`config.mk`:
```
export PLATFORM = sky130hd
export DESIGN_NAME = borrow_chain_subtractor_flat
export DESIGN_NICKNAME = d
export VERILOG_FILES = /design/src/rtl/borrow_chain_subtractor_if.sv /design/src/rtl/borrow_chain_subtractor.sv /design/src/flat_wrapper.sv
export SDC_FILE = /design/constraint.sdc
export NUM_CORES = 1
export LEC_CHECK = 0
export ABC_AREA = 0
export CORE_ASPECT_RATIO = 0.8
export CORE_MARGIN = 10
export CORE_UTILIZATION = 40
export DETAILED_ROUTE_END_ITERATION = 6
export MAX_ROUTING_LAYER = met4
export PLACE_DENSITY_LB_ADDON = 0.05
export SKIP_LAST_GASP = 1
export SLEW_MARGIN = 20
export SYNTH_ARGS = -nofsm -noshare
export SYNTH_HDL_FRONTEND = slang
export SYNTH_SLANG_ARGS = --single-unit
```
`constraint.sdc`:
```
create_clock -name clk -period 7.8 [get_ports clk]
set_input_delay 1.56 -clock clk [delete_from_list [all_inputs] [get_ports clk]]
set_output_delay 1.56 -clock clk [all_outputs]
set_load 0.02 [all_outputs]
```
`src/rtl/borrow_chain_subtractor_if.sv`:
```
// borrow_chain_subtractor_if: operand/result handshake bundle for the subtractor.
// Ovf exists only when SUB_OVF_EN is defined.
interface borrow_chain_subtractor_if #(parameter int WIDTH = 16);
    logic             in_valid;
    logic             in_ready;
    logic [WIDTH-1:0] A;
    logic [WIDTH-1:0] B;
    logic             Bin;
    logic             out_valid;
    logic             out_ready;
    logic [WIDTH-1:0] Diff;
    logic             Bout;
    logic             Zero;
`ifdef SUB_OVF_EN
    logic             Ovf;
    modport master (output in_valid, A, B, Bin, out_ready, input in_ready, out_valid, Diff, Bout, Zero, Ovf);
    modport slave (input in_valid, A, B, Bin, out_ready, output in_ready, out_valid, Diff, Bout, Zero, Ovf);
`else
    modport master (output in_valid, A, B, Bin, out_ready, input in_ready, out_valid, Diff, Bout, Zero);
    modport slave (input in_valid, A, B, Bin, out_ready, output in_ready, out_valid, Diff, Bout, Zero);
`endif
endinterface

```
`src/rtl/borrow_chain_subtractor.sv`:
```
// borrow_chain_subtractor: multi-cycle A - B - Bin, one SLICE-bit borrow-ripple slice per clock.
// Optional signed overflow output Ovf enabled by SUB_OVF_EN.
module borrow_chain_subtractor #(
    parameter int WIDTH = 16,
    parameter int SLICE = 4
) (
    input logic clk,
    input logic rst,
    borrow_chain_subtractor_if.slave bus
);
    localparam int N  = WIDTH / SLICE;
    localparam int CW = N > 1 ? $clog2(N) : 1;
    localparam int IW = WIDTH > 1 ? $clog2(WIDTH) : 1;

    typedef enum logic [1:0] {IDLE, BUSY, DONE} state_t;

    state_t           state, state_nx;
    logic [WIDTH-1:0] a_r, b_r, diff_nx;
    logic             br;
    logic [CW-1:0]    cnt;
    logic [IW-1:0]    base;
    logic [SLICE-1:0] a_s, b_s, d;
    logic [SLICE:0]   chain;
    logic             last;

    assign base = IW'(cnt) * IW'(SLICE);
    assign a_s  = a_r[base +: SLICE];
    assign b_s  = b_r[base +: SLICE];
    assign last = cnt == CW'(N - 1);

    always_ff @(posedge clk or posedge rst) begin
        if (rst) state <= IDLE;
        else state <= state_nx;
    end

    always_comb begin
        state_nx = state;
        if (state == IDLE && bus.in_valid) state_nx = BUSY;
        else if (state == BUSY && last) state_nx = DONE;
        else if (state == DONE && bus.out_ready) state_nx = IDLE;
    end

    always_comb begin
        bus.in_ready  = state == IDLE;
        bus.out_valid = state == DONE;
    end

    // chain[0] is the borrow carried in from the previous slice
    always_comb begin
        d     = '0;
        chain = '0;
        chain[0] = br;
        for (int i = 0; i < SLICE; i++) begin
            d[i]       = a_s[i] ^ b_s[i] ^ chain[i];
            chain[i+1] = (~a_s[i] & b_s[i]) | (~(a_s[i] ^ b_s[i]) & chain[i]);
        end
        diff_nx = bus.Diff;
        diff_nx[base +: SLICE] = d;
    end

    always_ff @(posedge clk or posedge rst) begin
        if (rst) begin
            a_r      <= '0;
            b_r      <= '0;
            br       <= 1'b0;
            cnt      <= '0;
            bus.Diff <= '0;
            bus.Bout <= 1'b0;
            bus.Zero <= 1'b0;
        end else if (state == IDLE && bus.in_valid) begin
            a_r <= bus.A;
            b_r <= bus.B;
            br  <= bus.Bin;
            cnt <= '0;
        end else if (state == BUSY) begin
            bus.Diff <= diff_nx;
            br       <= chain[SLICE];
            cnt      <= cnt + 1'b1;
            if (last) begin
                bus.Bout <= chain[SLICE];
                bus.Zero <= diff_nx == '0;
            end
        end
    end

`ifdef SUB_OVF_EN
    // signed overflow: borrow into the MSB differs from borrow out of it
    always_ff @(posedge clk or posedge rst) begin
        if (rst) bus.Ovf <= 1'b0;
        else if (state == BUSY && last) bus.Ovf <= chain[SLICE-1] ^ chain[SLICE];
    end
`endif
endmodule

```
`src/flat_wrapper.sv`:
```
// flat-port wrapper written by rule: the top's interface ports become plain ports
module borrow_chain_subtractor_flat 
#(
    parameter int WIDTH = 16,
    parameter int SLICE = 4
)
  (clk, rst, bus_in_valid, bus_A, bus_B, bus_Bin, bus_out_ready, bus_in_ready, bus_out_valid, bus_Diff, bus_Bout, bus_Zero);
  borrow_chain_subtractor_if #(.WIDTH(WIDTH)) bus_i ();
  input logic clk;
  input logic rst;
  input wire logic [$bits(bus_i.in_valid)-1:0] bus_in_valid;
  input wire logic [$bits(bus_i.A)-1:0] bus_A;
  input wire logic [$bits(bus_i.B)-1:0] bus_B;
  input wire logic [$bits(bus_i.Bin)-1:0] bus_Bin;
  input wire logic [$bits(bus_i.out_ready)-1:0] bus_out_ready;
  output wire logic [$bits(bus_i.in_ready)-1:0] bus_in_ready;
  output wire logic [$bits(bus_i.out_valid)-1:0] bus_out_valid;
  output wire logic [$bits(bus_i.Diff)-1:0] bus_Diff;
  output wire logic [$bits(bus_i.Bout)-1:0] bus_Bout;
  output wire logic [$bits(bus_i.Zero)-1:0] bus_Zero;
  assign bus_i.in_valid = bus_in_valid;
  assign bus_i.A = bus_A;
  assign bus_i.B = bus_B;
  assign bus_i.Bin = bus_Bin;
  assign bus_i.out_ready = bus_out_ready;
  assign bus_in_ready = bus_i.in_ready;
  assign bus_out_valid = bus_i.out_valid;
  assign bus_Diff = bus_i.Diff;
  assign bus_Bout = bus_i.Bout;
  assign bus_Zero = bus_i.Zero;
  borrow_chain_subtractor #(.WIDTH(WIDTH), .SLICE(SLICE)) u_core (.clk(clk), .rst(rst), .bus(bus_i));
endmodule
```
-- Word-level counts from Yosys, hierarchy flattened
Cells that the tools add are included.
- memories kept: 0
- input bits: 37
- latch bits: 0
- flip-flop bits (word level): 55
- memory bits (writable): 0
- word-level logic and storage cells: 63
- output and inout bits: 20
- bits in read-only memories: 0
- $add $sub $neg: 2
- shift operators: 4
- eq/ne operators: 3
- muxes and demuxes: 8
- bitwise gates (word level): 29
- reduce and logical (&&, ||, !) cells: 9
- $mul: 0
- magnitude comparators: 0
- divide/modulo/power cells: 0
- operator list (cell ; number):
    $shiftx A16 B5 Y4 ; 2
    $bwmux W16 ; 1
    $logic_not A16 Y1 ; 1
    $shift A4 B6 Y16 const A ; 1
    $shiftx A4 B6 Y16 ; 1
    $mux W2 ; 5
    $not A1 Y1 ; 9
    $and A1 B1 Y1 ; 8
    $xor A1 B1 Y1 ; 8
    $neg A4 Y6 ; 1
    $eq A2 B2 Y1 const B ; 2
    $or A1 B1 Y1 ; 4
    $logic_and A1 B1 Y1 ; 3
    $reduce_and A3 Y1 ; 1
    $reduce_bool A3 Y1 ; 1
    $add A2 B1 Y2 const B ; 1
    $eq A2 B1 Y1 const B ; 1
    $logic_not A2 Y1 ; 1
    $mux W1 ; 2
    $reduce_and A2 Y1 ; 1
    $reduce_bool A2 Y1 ; 1

-- Longest topological paths before layout
Gate-level depths: netlist of run 1.
- depth in word-level cells: 13
- depth in mapped cells: 13
- mapped depth without buffers: 12

-- Least setup slack after synthesis of run 1
OpenSTA, ideal clock, no wires.
- path kind: register to register
- start point: reg u_core.cnt[0]
- end point: reg u_core.bus.Zero
- buffers on the path: 2
- stages on the path, launching flop included: 12
- setup slack: 4.205 ns
- data required time: 7.676 ns
- library setup time: 0.124 ns
- period minus slack after synthesis: 3.595 ns
- arrival: 3.472 ns
- cell sequence: dfrtp_1 buf_4 buf_2 mux4_2 fa_1 fa_1 inv_1 fa_1 or3b_2 a21o_2 o2111ai_1 o31ai_2
- cells in the longest elaborated chain, start to end: 13
- elaborated cells on any way between the ends: 32
- those cells by class: add/sub (1); eq/ne (1); shift (4); mux (1); bitwise (23); reduce/logical (2)
- ends and longest elaborated chain (item ; line ; source):
    start: declaration ; borrow_chain_subtractor.sv:20 ; logic [CW-1:0] cnt;
    start signal: assignment ; borrow_chain_subtractor.sv:78 ; cnt <= cnt + 1'b1;
    $shiftx A16 B5 Y4, on equally long branches ; borrow_chain_subtractor.sv:27, borrow_chain_subtractor.sv:28 ;
    $xor A1 B1 Y1 ; borrow_chain_subtractor.sv:54, borrow_chain_subtractor.sv:55 ;
    $not A1 Y1 ; borrow_chain_subtractor.sv:55 ; chain[i+1] = (~a_s[i] & b_s[i]) | (~(a_s[i] ^ b_s[i]) & chain[i]);
    $and A1 B1 Y1 ; borrow_chain_subtractor.sv:55 ;
    $or A1 B1 Y1 ; borrow_chain_subtractor.sv:55 ;
    $and A1 B1 Y1 ; borrow_chain_subtractor.sv:55 ;
    $or A1 B1 Y1 ; borrow_chain_subtractor.sv:55 ;
    $and A1 B1 Y1 ; borrow_chain_subtractor.sv:55 ;
    $or A1 B1 Y1 ; borrow_chain_subtractor.sv:55 ;
    $xor A1 B1 Y1 ; borrow_chain_subtractor.sv:54 ; d[i] = a_s[i] ^ b_s[i] ^ chain[i];
    $shiftx A4 B6 Y16 ; borrow_chain_subtractor.sv:58 ; diff_nx[base +: SLICE] = d;
    $bwmux W16 ; borrow_chain_subtractor.sv:58 ;
    $logic_not A16 Y1 ; borrow_chain_subtractor.sv:81 ; bus.Zero <= diff_nx == '0;
    end signal: assignment ; borrow_chain_subtractor.sv:69 ; bus.Zero <= 1'b0;
    end signal: assignment ; borrow_chain_subtractor.sv:81 ;
    end: declaration ; borrow_chain_subtractor_if.sv:20 ; modport slave (input in_valid, A, B, Bin, out_ready, output in_ready, out_valid, Diff, Bout, Zero);
Several ways; a longest one is shown, not always the timed one.
A chain may end at the register's enable or synchronous reset.

-- Worst setup path in the final report of run 1
Same ends and word-level chain as after synthesis.

==> summary.md, run 1 <==
| Metric | Value |
|---|---|
| WP data required | `7.99 ns` |
| Final non-filler cell total | `347` |
| Crit path DAT | `3.99 ns` |
| Clock Pin Slew Worst Setup and Hold Paths | `0.10 ns` |
| Pin count of the biggest net entering global routing | `56` |
| Seq/Total Area, Yosys | `0.5074` |
| Layout area overhead | `25.88%` |
| Ys flop type | `dfrtp_1` |
| Final Power | `1.579 mW` |
| Row count | `26` |
| Hold violation count in the final report | `0` |
| Clock Skews | `0.006374 ns` |
| IO buf count | `56` |
| Core area | `6474 um2` |
| Die Height | `93.66 um` |
| IO Pins | `57` |
| Half-perimeter wire length after placement | `4376 um` |
| Syn avg cell area | `13.04 um2` |
| Total Routing Usage GR | `0.1199` |
| Total Nets Final | `309` |
| CTS Buf Count | `5` |
| Yosys synthesis warning count | `0` |
| Final wirelength | `5977 um` |
| Number of flops mapped to enable cells by yosys | `0` |
| Period utilization | `0.4879` |
| Length of routed met3 wiring | `321 um` |
| DRC viols | `0` |
| ANT nets after route | `0` |
| Status | `complete, no violations` |
| Placed insts | `340` |
| # hold bufs at CTS | `0` |
| Top-area cell type share of the netlist area | `0.5074` |
| Met2 WL | `2862 um` |
| WS Path Type | `reg -> reg` |
| First-pass GRT wire length | `10050 um` |
| Synth Cell Area | `2713 um2` |
| Worst setup EP type | `flop` |
| Remaining global-route overflow | `0` |
| Setup bufs post-CTS | `0` |
| Worst-Skew Late Latency | `0.31 ns` |
| CTS tree | `built` |
| Worst Reg-to-Reg Cells | `13` |
| Vias per inst | `5.213` |
| Top sig layer | `met4` |
| Relative slew slack | `0.5313` |
| Initial Util | `0.4190` |
| Peak supply drop | `0.2036 mV` |
| Critical path peak fanout | `24` |
| Setup_tns | `0 ns` |
| DRT Pass-1 Iters | `4` |
| # clock sinks | `55` |
| Max Cap Violations | `0` |
| CTS root buf | `clkbuf_8` |
| P_leak | `1.417 nW` |
| RR Endpoint | `u_core.bus.Zero` |
| Number of library cell types mapped by synthesis | `42` |
| Initial antenna violation count | `0` |
| DIE WIDTH | `112.1 um` |
| Die Area | `10500 um2` |
| Synth Instances | `208` |
| Cell taking the most area after synthesis | `dfrtp_1` |
| Clk buf depth | `2` |
| HP Start | `u_core.bus.Diff[14]` |
| FF-to-FF setup slack | `3.99 ns` |
| Post-Route M1 WL | `2738 um` |
| Final Max Tran Viols | `0` |
| Startpoint Class | `flop` |
| Power Density | `462.5 nW/um2` |
| Ant. Diodes | `0` |
| Final setup fails | `0` |
| RSZ-0062 raised after global routing | `no` |
| Syn_nets | `254` |
| Worst Tran Pin Value | `0.7031 ns` |
| Seq cells post-synth | `55` |
| GPL Wtd Cong | `0.7901` |
| Final Critical Period | `3.805 ns` |
| Hold Path End | `u_core.bus.Diff[14]` |
| Vias in the first global route | `1964` |
| Fillers | `563` |
| Largest cells by area after synthesis | `dfrtp_1, mux2_2, mux4_2` |
| Worst Hold Class | `reg -> reg` |
| Hold Crit Depth | `2` |
| Via count | `1809` |
| Post-synth ARST share | `1.000` |
| RR Startpoint | `u_core.cnt[0]` |
| DR iter-0 viols | `56` |
| Max Freq | `262.8 MHz` |
| CTS HTree Levels | `2` |
| Post-cts resize count | `0` |
| Share of cells above drive strength 1 | `0.2281` |
| Wire length per cell | `17.22 um` |
-- registers in the layout, summed over array words and instances, names as in the netlist --
signal and count:
u_core.br 1, u_core.bus.Zero 1, u_core.bus.Diff 16, u_core.state 2, u_core.bus.Bout 1, u_core.a_r 16, u_core.cnt 2, u_core.b_r 16
-- synthesized netlist by cell type, types with 3 or more instances --
cell type	n
nand4b_1	3
buf_2	3
o21ai_0	4
o31ai_1	7
mux2_2	33
nand2_1	27
buf_4	5
inv_1	12
mux4_2	8
dfrtp_1	55
ha_1	5
fa_1	4
o41ai_1	5
a21oi_1	3
nor2_1	3
-- stage by stage --
stage / area [um2] / util / hold slack [ns] / setup WS [ns]
floorplan: 2713 / - / 0.4751 / 4.205
global placement: 3327 / 0.5139 / 0.4668 / 4.052
detailed placement: 3327 / 0.5139 / 0.4721 / 4.002
CTS: 3415 / 0.5274 / 0.5048 / 3.991
global route: 3415 / 0.5274 / 0.5256 / 3.774
finish: 3415 / 0.5274 / 0.4979 / 3.995
-- cell families (layout without fill, tap and decap cells) --
family,after synthesis,in the layout,share of synthesized area
flops,55,55,0.5074
simple gates,48,48,0.09503
mux,43,43,0.2126
compound gates,30,30,0.08672
buf+inv,23,78,0.04566
fa+ha+maj,9,9,0.05258
-- cells in the final DEF, fill, tap and decap left out, types with 2 or more instances in the layout --
cell             count
inv_1               11
nand2_1             27
clkdlybuf4s50_1     56
mux2_2              33
buf_4                3
o41ai_1              5
a21oi_1              3
o31ai_1              7
nor2_1               3
nand2b_1             2
nor2b_1              2
ha_1                 5
a22o_1               2
mux4_2               8
clkbuf_8             6
o21ai_0              4
dfrtp_1             55
fa_1                 4
nand4b_1             3
-- per-layer routing --
metal  track usage  vias up
met3       0.03448        5
met1        0.1484      898
met4       0.03165        0
met5             -        -
met2        0.1894       51
li1              -      855
-- cell type report --
type,instances,area [um2],area share
clock buffer,6,82.58,0.02418
sequential,55,1376,0.4031
tap,84,105.1,0.03078
multi-input combinational,130,1217,0.3565
timing repair buffer,59,583.1,0.1708
inverter,12,45.04,0.01319
clock inverter,1,5.005,0.001466
-- where the power goes --
part / leakage [nW] / internal [mW] / switching, mW
Combinational: 0.687 / 0.431 / 0.484
Sequential: 0.683 / 0.416 / 0.0877
Clock: 0.0470 / 0.0700 / 0.0905
-- worst max-delay path: stages, from the launching register on --
cell and delay, ns:
dfrtp_1 0.33, buf_4 0.29, mux4_2 0.54, inv_1 0.09, fa_1 0.16, inv_1 0.05
fa_1 0.38, fa_1 0.37, inv_1 0.08, fa_1 0.51, or3b_2 0.48, a21o_2 0.20
o2111ai_1 0.12, o31ai_2 0.09
-- worst max-delay path by stage --
stage                     slack (ns)               to          start  cells past startpoint
final                           3.99  u_core.bus.Zero  u_core.cnt[0]                     13
after global routing            3.77  u_core.bus.Zero  u_core.cnt[0]                     13
after CTS                       3.99  u_core.bus.Zero  u_core.cnt[0]                     13
after detailed placement        4.00  u_core.bus.Zero  u_core.cnt[0]                     13
after global placement          4.05  u_core.bus.Zero  u_core.cnt[0]                     13
after floorplan                 4.20  u_core.bus.Zero  u_core.cnt[0]                     11
(Power assumes the default switching activity.)
==> inputs of run 2 (changes only) <==
clock period = 3.4 ns   (was 7.8 ns; I/O delays follow)
==> summary.md, run 2 (same netlist as run 1, synthesis figures left out) <==
| Metric | Value |
|---|---|
| DIE WIDTH | `112.1 um` |
| Clk buf depth | `2` |
| Max Cap Violations | `0` |
| Vias per inst | `5.220` |
| Cell family with most CP delay | `adder cells` |
| Worst Hold Class | `reg -> reg` |
| Worst-Skew Late Latency | `0.30 ns` |
| Max Freq | `306.0 MHz` |
| Ant. Diodes | `0` |
| First-pass GRT wire length | `10670 um` |
| CTS tree | `built` |
| Share of cells above drive strength 1 | `0.2741` |
| Wire length per cell | `17.71 um` |
| CTS HTree Levels | `2` |
| Peak supply drop | `0.5229 mV` |
| Hold violation count in the final report | `0` |
| GPL Wtd Cong | `0.8200` |
| Critical-path top delay cell | `mux4_2` |
| Final Critical Period | `3.268 ns` |
| Die Area | `10500 um2` |
| Half-perimeter wire length after placement | `4754 um` |
| DRT Pass-1 Iters | `4` |
| Biggest regs | `u_core.a_r: 16 flops, u_core.b_r: 16 flops, u_core.bus.Diff: 16 flops` |
| # clock sinks | `55` |
| Total Nets Final | `315` |
| Vias in the first global route | `2024` |
| Initial Util | `0.4190` |
| Initial antenna violation count | `0` |
| Worst Tran Pin Value | `0.5832 ns` |
| Startpoint Class | `flop` |
| Clock Pin Slew Worst Setup and Hold Paths | `0.10 ns` |
| WP data required | `3.59 ns` |
| Remaining global-route overflow | `0` |
| Crit path DAT | `3.45 ns` |
| Crit-path cells | `mux4_2, inv_2, fa_2, inv_1, fa_2, fa_2, inv_2, fa_1, or3b_4, a21o_2, o2111ai_2, o31ai_2` |
| Clock Skews | `0.006335 ns` |
| Pin count of the biggest net entering global routing | `37` |
| WS Path Type | `reg -> reg` |
| P_leak | `1.447 nW` |
| Via count | `1848` |
| Commonest non-fill, non-tap cell in the layout | `clkdlybuf4s50_1` |
| DR iter-0 viols | `85` |
| CTS root buf | `clkbuf_8` |
| Crit-path most repeated cell | `fa_2` |
| Commonest cells after routing, fill and taps aside | `clkdlybuf4s50_1, dfrtp_1, mux2_2` |
| Critical path peak fanout | `2` |
| IO buf count | `56` |
| Total Routing Usage GR | `0.1253` |
| Final wirelength | `6271 um` |
| Worst setup EP type | `flop` |
| Die Height | `93.66 um` |
| DRC viols | `0` |
| IO Pins | `57` |
| Final setup fails | `0` |
| Period utilization | `0.9613` |
| Layout area overhead | `28.87%` |
| Power Density | `1113 nW/um2` |
| CP max stage delay | `0.52 ns` |
| Final Max Tran Viols | `0` |
| Core area | `6474 um2` |
| RSZ-0062 raised after global routing | `yes` |
| Status | `complete, no violations` |
| # hold bufs at CTS | `0` |
| Buffers & Inverters on Critical Path | `3` |
| Final Power | `3.891 mW` |
| Relative slew slack | `0.6112` |
| Hold slack | `0.4916 ns` |
| Row count | `26` |
| ANT nets after route | `0` |
| CTS Buf Count | `5` |
[run 2: changes by cell type in the layout (fill, tap and decap cells not counted), moves of 2 or more]
cell / change
fa_1: -3
buf_4: +5
fa_2: +3
clkinvlp_4: +2
inv_2: +2
inv_1: -2
[run 2: tightest hold or removal path: stages, from the launching register on]
cell,delay (ns)
dfrtp_1,0.36
nand2_1,0.05
o41ai_1,0.05
[run 2: power by group]
group	internal, mW	switching, mW
combinational	1.13	1.25
clock	0.144	0.218
sequential	0.954	0.191
total	2.23	1.66
[run 2: final timing paths]
path	startpoint	end	slack (ns)	depth (start not counted)
max in group asynchronous	rst	u_core.bus.Diff[11]	2.21	3
min	u_core.bus.Diff[15]	u_core.bus.Diff[15]	0.49	2
min in group asynchronous	rst	u_core.a_r[14]	0.60	2
max reg2reg	u_core.cnt[0]	u_core.bus.Zero	0.13	12
max	u_core.cnt[0]	u_core.bus.Zero	0.13	12
min reg2reg	u_core.bus.Diff[15]	u_core.bus.Diff[15]	0.49	2
[run 2: what timing repair did]
item	4_1_cts	5_1_grt
resized for setup	0	3
setup buffers	0	2
endpoints found under the setup margin	0	2
endpoints found under the hold margin	0	0
[run 2: cell type report]
class,instances,area [um2]
inverter,12,45.04
tap,84,105.1
clock buffer,5,68.82
fill,560,2978
multi-input combinational,130,1249
timing repair buffer,65,631.9
clock inverter,3,20.02
sequential,55,1376
[run 2: through the flow]
stage	utilization	instances	setup WS (ns)	area, um2	setup TNS, ns
after CTS	0.5348	352	0.1178	3462	0
final	0.5400	354	0.1315	3496	0
after floorplan	-	208	-0.006875	2739	-0.006875
after detailed placement	0.5211	344	0.1284	3373	0
after global routing	0.5400	354	-0.004168	3496	-0.004168
after global placement	0.5211	344	0.1770	3373	0
[run 2: layer usage]
layer / wire length [um] / GRT usage / vias up
met5: 0 / - / -
met4: 19 / 0.01582 / 0
met3: 274 / 0.03065 / 2
met2: 2557 / 0.1725 / 44
met1: 3419 / 0.1850 / 929
li1: - / - / 873
==> inputs of run 3 (changes only) <==
GPL_TIMING_DRIVEN = 1   (was not set)
==> results of run 3 <==
Same layout as run 2: the final DEF is identical, and so are final timing and power.
